--- src/rtl/i2c_target_regs_if.sv ---
// Bus bundle for the I2C target register window: oversampled SCL/SDA pins,
// the open-drain SDA pull-down request and the user-side register strobes.
interface i2c_target_regs_if;
    logic       scl_i;
    logic       sda_i;
    logic       sda_oe;
    logic [7:0] reg_addr;
    logic [7:0] reg_wdata;
    logic       reg_we;
    logic       reg_re;
    logic [7:0] reg_rdata;
    logic       busy;

    // The target side: samples the pins and the user read data.
    modport slave (
        input  scl_i, sda_i, reg_rdata,
        output sda_oe, reg_addr, reg_wdata, reg_we, reg_re, busy
    );

    // The environment side: bus master plus user register logic.
    modport master (
        output scl_i, sda_i, reg_rdata,
        input  sda_oe, reg_addr, reg_wdata, reg_we, reg_re, busy
    );
endinterface

--- src/rtl/i2c_target_regs.sv ---
// I2C target answering at a 7-bit address. The first written byte sets a
// register pointer, further written bytes produce reg_we strobes, and reads
// fetch bytes through reg_re / reg_rdata. The pointer auto-increments per byte.
module i2c_target_regs #(
    parameter logic [6:0] ADDRESS     = 7'h25,
    parameter int         SYNC_STAGES = 3
) (
    input  logic             clk48,
    input  logic             reset_n,
    i2c_target_regs_if.slave bus
);

    typedef enum logic [3:0] {
        IDLE     = 4'd0,
        ADDR     = 4'd1,
        ADDR_ACK = 4'd2,
        PTR      = 4'd3,
        WR_DATA  = 4'd4,
        WR_ACK   = 4'd5,
        RD_LOAD  = 4'd6,
        RD_DATA  = 4'd7,
        RD_ACK   = 4'd8,
        IGNORE   = 4'd9
    } state_t;

    logic [SYNC_STAGES-1:0] scl_sync_q, sda_sync_q;
    logic                   scl_prev_q, sda_prev_q;
    logic                   scl_s, sda_s;
    logic                   start_det, stop_det, scl_rise, scl_fall;

    state_t     state_q, state_d;
    logic [3:0] cnt_q, cnt_d;
    logic [7:0] shift_q, shift_d;
    logic       sda_oe_q, sda_oe_d;
    logic [7:0] reg_addr_q, reg_addr_d;
    logic [7:0] reg_wdata_q, reg_wdata_d;
    logic       reg_we_q, reg_we_d;
    logic       reg_re_q, reg_re_d;
    logic       busy_q, busy_d;
    logic       re_dly_q;

    // Synchronise the pins (idle-high reset values) and keep one older sample for edges
    always_ff @(posedge clk48 or negedge reset_n) begin
        if (!reset_n) begin
            scl_sync_q <= {SYNC_STAGES{1'b1}};
            sda_sync_q <= {SYNC_STAGES{1'b1}};
            scl_prev_q <= 1'b1;
            sda_prev_q <= 1'b1;
        end else begin
            scl_sync_q <= {scl_sync_q[SYNC_STAGES-2:0], bus.scl_i};
            sda_sync_q <= {sda_sync_q[SYNC_STAGES-2:0], bus.sda_i};
            scl_prev_q <= scl_sync_q[SYNC_STAGES-1];
            sda_prev_q <= sda_sync_q[SYNC_STAGES-1];
        end
    end

    assign scl_s     = scl_sync_q[SYNC_STAGES-1];
    assign sda_s     = sda_sync_q[SYNC_STAGES-1];
    assign start_det = scl_s & scl_prev_q & sda_prev_q & ~sda_s;
    assign stop_det  = scl_s & scl_prev_q & ~sda_prev_q & sda_s;
    assign scl_rise  = scl_s & ~scl_prev_q;
    assign scl_fall  = ~scl_s & scl_prev_q;

    // State and output registers; reset clears everything immediately, even mid-byte
    always_ff @(posedge clk48 or negedge reset_n) begin
        if (!reset_n) begin
            state_q     <= IDLE;
            cnt_q       <= 4'd0;
            shift_q     <= 8'h00;
            sda_oe_q    <= 1'b0;
            reg_addr_q  <= 8'h00;
            reg_wdata_q <= 8'h00;
            reg_we_q    <= 1'b0;
            reg_re_q    <= 1'b0;
            busy_q      <= 1'b0;
            re_dly_q    <= 1'b0;
        end else begin
            state_q     <= state_d;
            cnt_q       <= cnt_d;
            shift_q     <= shift_d;
            sda_oe_q    <= sda_oe_d;
            reg_addr_q  <= reg_addr_d;
            reg_wdata_q <= reg_wdata_d;
            reg_we_q    <= reg_we_d;
            reg_re_q    <= reg_re_d;
            busy_q      <= busy_d;
            re_dly_q    <= reg_re_q;
        end
    end

    // Next-state logic; START/STOP win over any bit activity in the same cycle
    always_comb begin
        state_d     = state_q;
        cnt_d       = cnt_q;
        shift_d     = shift_q;
        sda_oe_d    = sda_oe_q;
        reg_addr_d  = reg_addr_q;
        reg_wdata_d = reg_wdata_q;
        reg_we_d    = 1'b0;
        reg_re_d    = 1'b0;
        busy_d      = busy_q;
        if (start_det) begin
            state_d  = ADDR;
            cnt_d    = 4'd0;
            sda_oe_d = 1'b0;
            busy_d   = 1'b0;
        end else if (stop_det) begin
            state_d  = IDLE;
            cnt_d    = 4'd0;
            sda_oe_d = 1'b0;
            busy_d   = 1'b0;
        end else begin
            case (state_q)
                ADDR: begin
                    if (scl_rise && (cnt_q < 4'd8)) begin
                        shift_d = {shift_q[6:0], sda_s};
                        cnt_d   = cnt_q + 4'd1;
                    end else if (scl_fall && (cnt_q == 4'd8)) begin
                        cnt_d = 4'd0;
                        if (shift_q[7:1] == ADDRESS) begin
                            state_d  = ADDR_ACK;
                            sda_oe_d = 1'b1;
                            busy_d   = 1'b1;
                        end else begin
                            state_d = IGNORE;
                        end
                    end else begin
                        state_d = state_q;
                    end
                end
                ADDR_ACK: begin
                    // shift_q[0] still holds the R/W bit of the address byte
                    if (scl_fall && shift_q[0]) begin
                        reg_re_d = 1'b1;
                        state_d  = RD_LOAD;
                    end else if (scl_fall) begin
                        sda_oe_d = 1'b0;
                        cnt_d    = 4'd0;
                        state_d  = PTR;
                    end else begin
                        state_d = state_q;
                    end
                end
                PTR: begin
                    // cnt 0..8 = data bits, 9 = our ACK clock in progress
                    if (scl_rise && (cnt_q < 4'd8)) begin
                        shift_d = {shift_q[6:0], sda_s};
                        cnt_d   = cnt_q + 4'd1;
                    end else if (scl_fall && (cnt_q == 4'd8)) begin
                        reg_addr_d = shift_q;
                        sda_oe_d   = 1'b1;
                        cnt_d      = 4'd9;
                    end else if (scl_fall && (cnt_q == 4'd9)) begin
                        sda_oe_d = 1'b0;
                        cnt_d    = 4'd0;
                        state_d  = WR_DATA;
                    end else begin
                        state_d = state_q;
                    end
                end
                WR_DATA: begin
                    if (scl_rise && (cnt_q < 4'd8)) begin
                        shift_d = {shift_q[6:0], sda_s};
                        cnt_d   = cnt_q + 4'd1;
                    end else if (scl_fall && (cnt_q == 4'd8)) begin
                        reg_wdata_d = shift_q;
                        reg_we_d    = 1'b1;
                        sda_oe_d    = 1'b1;
                        state_d     = WR_ACK;
                    end else begin
                        state_d = state_q;
                    end
                end
                WR_ACK: begin
                    if (scl_fall) begin
                        sda_oe_d   = 1'b0;
                        reg_addr_d = reg_addr_q + 8'd1;
                        cnt_d      = 4'd0;
                        state_d    = WR_DATA;
                    end else begin
                        state_d = state_q;
                    end
                end
                RD_LOAD: begin
                    // reg_rdata is valid the cycle after the reg_re pulse
                    if (re_dly_q) begin
                        shift_d  = bus.reg_rdata;
                        sda_oe_d = ~bus.reg_rdata[7];
                        cnt_d    = 4'd0;
                        state_d  = RD_DATA;
                    end else begin
                        state_d = state_q;
                    end
                end
                RD_DATA: begin
                    if (scl_fall && (cnt_q == 4'd7)) begin
                        sda_oe_d = 1'b0;
                        cnt_d    = 4'd8;
                        state_d  = RD_ACK;
                    end else if (scl_fall) begin
                        shift_d  = {shift_q[6:0], 1'b0};
                        sda_oe_d = ~shift_q[6];
                        cnt_d    = cnt_q + 4'd1;
                    end else begin
                        state_d = state_q;
                    end
                end
                RD_ACK: begin
                    // cnt 8 = waiting for master ACK bit, 9 = ACK seen, fetch on the fall
                    if (scl_rise && (cnt_q == 4'd8)) begin
                        reg_addr_d = reg_addr_q + 8'd1;
                        if (sda_s) begin
                            state_d = IGNORE;
                        end else begin
                            cnt_d = 4'd9;
                        end
                    end else if (scl_fall && (cnt_q == 4'd9)) begin
                        reg_re_d = 1'b1;
                        state_d  = RD_LOAD;
                    end else begin
                        state_d = state_q;
                    end
                end
                IDLE:    state_d = IDLE;
                IGNORE:  state_d = IGNORE;
                default: begin
                    state_d  = IDLE;
                    sda_oe_d = 1'b0;
                    busy_d   = 1'b0;
                end
            endcase
        end
    end

    assign bus.sda_oe    = sda_oe_q;
    assign bus.reg_addr  = reg_addr_q;
    assign bus.reg_wdata = reg_wdata_q;
    assign bus.reg_we    = reg_we_q;
    assign bus.reg_re    = reg_re_q;
    assign bus.busy      = busy_q;

endmodule

--- src/flat_wrapper.sv ---
// flat-port wrapper written by rule: the top's interface ports become plain ports
module i2c_target_regs_flat 
#(
    parameter logic [6:0] ADDRESS     = 7'h25,
    parameter int         SYNC_STAGES = 3
)
  (clk48, reset_n, bus_scl_i, bus_sda_i, bus_reg_rdata, bus_sda_oe, bus_reg_addr, bus_reg_wdata, bus_reg_we, bus_reg_re, bus_busy);
  i2c_target_regs_if bus_i ();
  input  logic clk48;
  input  logic reset_n;
  input wire logic [$bits(bus_i.scl_i)-1:0] bus_scl_i;
  input wire logic [$bits(bus_i.sda_i)-1:0] bus_sda_i;
  input wire logic [$bits(bus_i.reg_rdata)-1:0] bus_reg_rdata;
  output wire logic [$bits(bus_i.sda_oe)-1:0] bus_sda_oe;
  output wire logic [$bits(bus_i.reg_addr)-1:0] bus_reg_addr;
  output wire logic [$bits(bus_i.reg_wdata)-1:0] bus_reg_wdata;
  output wire logic [$bits(bus_i.reg_we)-1:0] bus_reg_we;
  output wire logic [$bits(bus_i.reg_re)-1:0] bus_reg_re;
  output wire logic [$bits(bus_i.busy)-1:0] bus_busy;
  assign bus_i.scl_i = bus_scl_i;
  assign bus_i.sda_i = bus_sda_i;
  assign bus_i.reg_rdata = bus_reg_rdata;
  assign bus_sda_oe = bus_i.sda_oe;
  assign bus_reg_addr = bus_i.reg_addr;
  assign bus_reg_wdata = bus_i.reg_wdata;
  assign bus_reg_we = bus_i.reg_we;
  assign bus_reg_re = bus_i.reg_re;
  assign bus_busy = bus_i.busy;
  i2c_target_regs #(.ADDRESS(ADDRESS), .SYNC_STAGES(SYNC_STAGES)) u_core (.clk48(clk48), .reset_n(reset_n), .bus(bus_i));
endmodule
--- config.mk ---
export PLATFORM = sky130hd
export DESIGN_NAME = i2c_target_regs_flat
export DESIGN_NICKNAME = d
export VERILOG_FILES = /design/src/rtl/i2c_target_regs_if.sv /design/src/rtl/i2c_target_regs.sv /design/src/flat_wrapper.sv
export SDC_FILE = /design/constraint.sdc
export NUM_CORES = 1
export LEC_CHECK = 0
export ABC_AREA = 1
export ABC_CLOCK_PERIOD_IN_PS = 2400
export CAP_MARGIN = 40
export CELL_PAD_IN_SITES_DETAIL_PLACEMENT = 0
export CELL_PAD_IN_SITES_GLOBAL_PLACEMENT = 1
export CORE_UTILIZATION = 40
export DETAILED_ROUTE_END_ITERATION = 10
export PLACE_DENSITY = 0.78
export SYNTH_ARGS = -nofsm -noshare
export SYNTH_HDL_FRONTEND = slang
export SYNTH_SLANG_ARGS = --single-unit
--- constraint.sdc ---
create_clock -name clk48 -period 2.4 [get_ports clk48]
set_input_delay 0.48 -clock clk48 [delete_from_list [all_inputs] [get_ports clk48]]
set_output_delay 0.48 -clock clk48 [all_outputs]
set_load 0.005 [all_outputs]
==> out/qor.log <==
INFO  sta            final_hold_viol_count=0
INFO  synthesis      ys_dominant_reg_cell=sky130_fd_sc_hd__dfrtp_1
INFO  synthesis      syn_area=2878µm²
INFO  clock_network  cts_hold_buffers=0
INFO  floorplan      floorplan.die.height=86.82µm
INFO  setup_path     setup.worst_path.end_class=flop
INFO  global_routing grt-ovfl-total=0
INFO  synthesis      netlist-cell-type-count=30
INFO  clock_network  cts.repair_timing.setup_buffer_count=0
INFO  setup_path     type_of_element_launching_the_critical_path=flop
INFO  setup_path     setup_slack_of_the_worst_register_to_register_path=0.45ns
INFO  setup_path     cpLargestDelayFamily=flip-flops
INFO  routing        detail_route.wirelength=7624µm
INFO  floorplan      floorplan.die.width=86.82µm
INFO  setup_path     timing.critical_path.cells=inv_1 -> nand2_1 -> nor2_1 -> nand2_1 -> inv_1 -> o21ai_4 -> inv_2 -> nand2_1 -> o21ai_0
INFO  sta            worst_hold_slack=0.2501ns
INFO  setup_path     critPathMaxFanout=9
INFO  floorplan      pin_count=32
INFO  sta            final_period_minus_worst_setup_slack=1.955ns
INFO  routing        drt-initial-drc-count=164
INFO  synthesis      syn-num-nets=437
INFO  sta            fin_worst_skew=0.004688ns
INFO  final_layout   flow.area_growth_from_synthesis=17.48%
INFO  floorplan      fp.coreArea=6869µm²
INFO  run_status     status=completed
INFO  synthesis      asyncSetResetFlopFracSynth=100.0%
INFO  final_layout   fin_area=3381µm²
INFO  sta            rsz0062_at_grt=no
INFO  setup_path     slowest_stage=sky130_fd_sc_hd__dfstp_2
INFO  clock_network  path_clk_slew=0.09ns
INFO  sta            setup_slack=0.4454ns
INFO  global_routing grt_pass1_wl=12720µm
INFO  global_routing antenna_found_initial=0
INFO  final_layout   fillers=729
INFO  synthesis      synth_enable_flop_cells=0
INFO  routing        detailedRoute.firstPassIterationCount=5
INFO  clock_network  postCtsResizedCells=0
INFO  setup_path     path_class=reg2reg
INFO  routing        via_count=2763
INFO  setup_path     maximum_cell_stage_delay_along_the_critical_path=0.62ns
INFO  clock_network  cts.htree.levels=2
INFO  sta            worst-slew-pin-transition=0.5672ns
INFO  final_layout   nNetsFinal=469
INFO  sta            timing_max_transition_violations_final=0
INFO  routing        drc_errors=0
INFO  setup_path     critPathMostFrequentCell=sky130_fd_sc_hd__nand2_1
INFO  placed_design  port_buffers=31
INFO  power_and_ir_drop peakVddDrop=473.5µV
INFO  power_and_ir_drop power-per-cell-area=1040nW/µm²
INFO  setup_path     crit_buf_inv=3
INFO  global_routing pin_count_of_the_biggest_net_entering_global_routing=46
INFO  routing        via_count_normalized_by_instance_count=5.024
INFO  placed_design  place_area=3261µm²
INFO  synthesis      postSynthAreaPerCell=6.836µm²
INFO  final_layout   diodes=0
INFO  power_and_ir_drop power_leakage=1.718nW
INFO  sta            timing.setup.tns=0ns
INFO  floorplan      die-area=7538µm²
INFO  clock_network  clock_tree.buffer_depth=2
INFO  clock_network  cts_root_buffer=sky130_fd_sc_hd__clkbuf_8
INFO  floorplan      floorplan.initialDensity=41.89%
INFO  sta            final-setup-viol-count=0
INFO  hold_path      min_path_type=in2async
INFO  synthesis      yosysSeqAreaShare=39.48%
INFO  synthesis      ys_seq_elements=45
INFO  placed_design  dp_hpwl=5858µm
INFO  clock_network  clock-sinks=45
INFO  global_routing groute.usage.overall=21.95%
INFO  global_routing vias_in_the_first_global_route=2557
INFO  final_layout   final_core_utilization=49.22%
INFO  placed_design  pre_cts_ws=0.4427ns
INFO  clock_network  tritoncts=done
INFO  sta            fin_crit_share=81.44%
INFO  flow_run       cap_viol_max_count=0
INFO  sta            max-slew-margin-rel=62.19%
INFO  floorplan      rows=30
INFO  placed_design  gp_congestion=0.9426
INFO  synthesis      yosys_warnings=0
INFO  clock_network  clock_latency=0.30ns
INFO  clock_network  cts_inserted_buffers=5
INFO  setup_path     worst-endpoint-required=2.59ns
INFO  sta            achievable-frequency=0.5116GHz
INFO  final_layout   layout-drive-gt1-share=11.23%
INFO  synthesis      syn_inst=421
INFO  routing        antenna_violating_nets_post_route=0
INFO  routing        drt-wirelength-per-cell=13.86µm
INFO  setup_path     worst_endpoint_data_arrival_time=2.14ns
[placed cells by master (no fill, tap or decap), types with 2 or more instances in the layout]
master                            netlist  layout
sky130_fd_sc_hd__a21oi_1                4       4
sky130_fd_sc_hd__clkbuf_8               0       6
sky130_fd_sc_hd__clkdlybuf4s50_1        0      30
sky130_fd_sc_hd__dfrtp_1               37      37
sky130_fd_sc_hd__dfstp_2                8       8
sky130_fd_sc_hd__ha_1                   4       4
sky130_fd_sc_hd__inv_1                 38      38
sky130_fd_sc_hd__inv_2                  6       6
sky130_fd_sc_hd__nand2_1              143     143
sky130_fd_sc_hd__nand2_2                6       6
sky130_fd_sc_hd__nand3_1               36      36
sky130_fd_sc_hd__nand3b_1               2       2
sky130_fd_sc_hd__nand4_1                4       4
sky130_fd_sc_hd__nor2_1                51      51
sky130_fd_sc_hd__nor2_2                 7       7
sky130_fd_sc_hd__nor2_4                 6       6
sky130_fd_sc_hd__nor3_1                 3       3
sky130_fd_sc_hd__o21ai_0               39      39
sky130_fd_sc_hd__o21ai_1                7       7
sky130_fd_sc_hd__o21ai_2                3       3
sky130_fd_sc_hd__xor2_1                 2       2
[sequential cells by signal, indices dropped and copies added (netlist names)]
name                  cells
u_core.bus.busy           1
u_core.bus.reg_addr       8
u_core.bus.reg_re         1
u_core.bus.reg_wdata      8
u_core.bus.reg_we         1
u_core.bus.sda_oe         1
u_core.cnt_q              4
u_core.re_dly_q           1
u_core.scl_prev_q         1
u_core.scl_sync_q         3
u_core.sda_prev_q         1
u_core.sda_sync_q         3
u_core.shift_q            8
u_core.state_q            4
[power by group]
group	internal, mW	total [mW]	switching [mW]
Combinational	0.645	1.77	1.12
Sequential	0.954	1.14	0.185
Clock	0.339	0.610	0.272
Total	1.94	3.52	1.58
[through the flow]
stage,std cells,power [mW]
2_1_floorplan,421,2.377
5_1_grt,550,3.833
6_report,550,3.516
3_3_place_gp,542,2.918
4_1_cts,550,3.533
3_5_place_dp,542,2.906
[cell families (layout without fill, tap and decap cells)]
family / after synthesis / in the layout / share of synthesized area, %
simple gates: 261 / 261 / 39.61
compound gates: 57 / 57 / 10.87
buf+inv: 52 / 85 / 7.696
flops: 45 / 45 / 39.48
fa+ha+maj: 4 / 4 / 1.739
xor+xnor: 2 / 2 / 0.6088
[layer usage]
layer	wire, µm	vias up	GRT usage, %
met5	0	-	0
met4	140	0	6.061
li1	-	1404	-
met1	3802	1279	31.40
met3	323	18	3.143
met2	3357	62	34.50
[final cells by class]
class,instances,area [µm²],area share [%]
flip-flops and latches,45,1136,33.60
clock inverters,2,37.54,1.110
clock buffers,6,82.58,2.443
well taps,96,120.1,3.553
inverters,45,171.4,5.070
repair buffers,32,312.8,9.252
multi-input cells,324,1520,44.97
[synthesized netlist by cell type (2+ instances only)]
library cell	count	share of area (%)
sky130_fd_sc_hd__nand2_1	143	19
sky130_fd_sc_hd__o21ai_0	39	6.8
sky130_fd_sc_hd__nand3_1	36	6.3
sky130_fd_sc_hd__o21ai_2	3	0.91
sky130_fd_sc_hd__nor2_4	6	2.3
sky130_fd_sc_hd__nor2_2	7	1.5
sky130_fd_sc_hd__inv_2	6	0.78
sky130_fd_sc_hd__nor2_1	51	6.7
sky130_fd_sc_hd__nor3_1	3	0.52
sky130_fd_sc_hd__ha_1	4	1.7
sky130_fd_sc_hd__nand4_1	4	0.87
sky130_fd_sc_hd__dfstp_2	8	7.3
sky130_fd_sc_hd__nand2_2	6	1.3
sky130_fd_sc_hd__xor2_1	2	0.61
sky130_fd_sc_hd__a21oi_1	4	0.70
sky130_fd_sc_hd__nand3b_1	2	0.52
sky130_fd_sc_hd__buf_6	2	0.78
sky130_fd_sc_hd__o21ai_1	7	1.2
sky130_fd_sc_hd__inv_1	38	5.0
sky130_fd_sc_hd__dfrtp_1	37	32
sky130_fd_sc_hd__buf_2	4	0.70
[worst register-to-register path, delay by kind of cell, from the launching register on]
kind / cells / cell delay [ns]
and+or+nand+nor: 4 / 0.57
AOI/OAI and AO/OA: 2 / 0.37
buffers and inverters: 3 / 0.29
DFF: 1 / 0.62
[path summary, 6_finish.rpt]
| check | cells after the start | startpoint | endpoint |
|---|---|---|---|
| setup / recovery | 9 | u_core.scl_sync_q[2] | u_core.bus.reg_addr[5] |
| hold / removal | 2 | reset_n | u_core.bus.reg_wdata[5] |
| setup reg to reg | 9 | u_core.scl_sync_q[2] | u_core.bus.reg_addr[5] |
| hold reg to reg | 0 | u_core.scl_sync_q[0] | u_core.scl_sync_q[1] |
| max in group asynchronous | 2 | reset_n | u_core.sda_sync_q[1] |
| min in group clk48 | 0 | u_core.scl_sync_q[0] | u_core.scl_sync_q[1] |
Power figures use the tool's default switching activity.
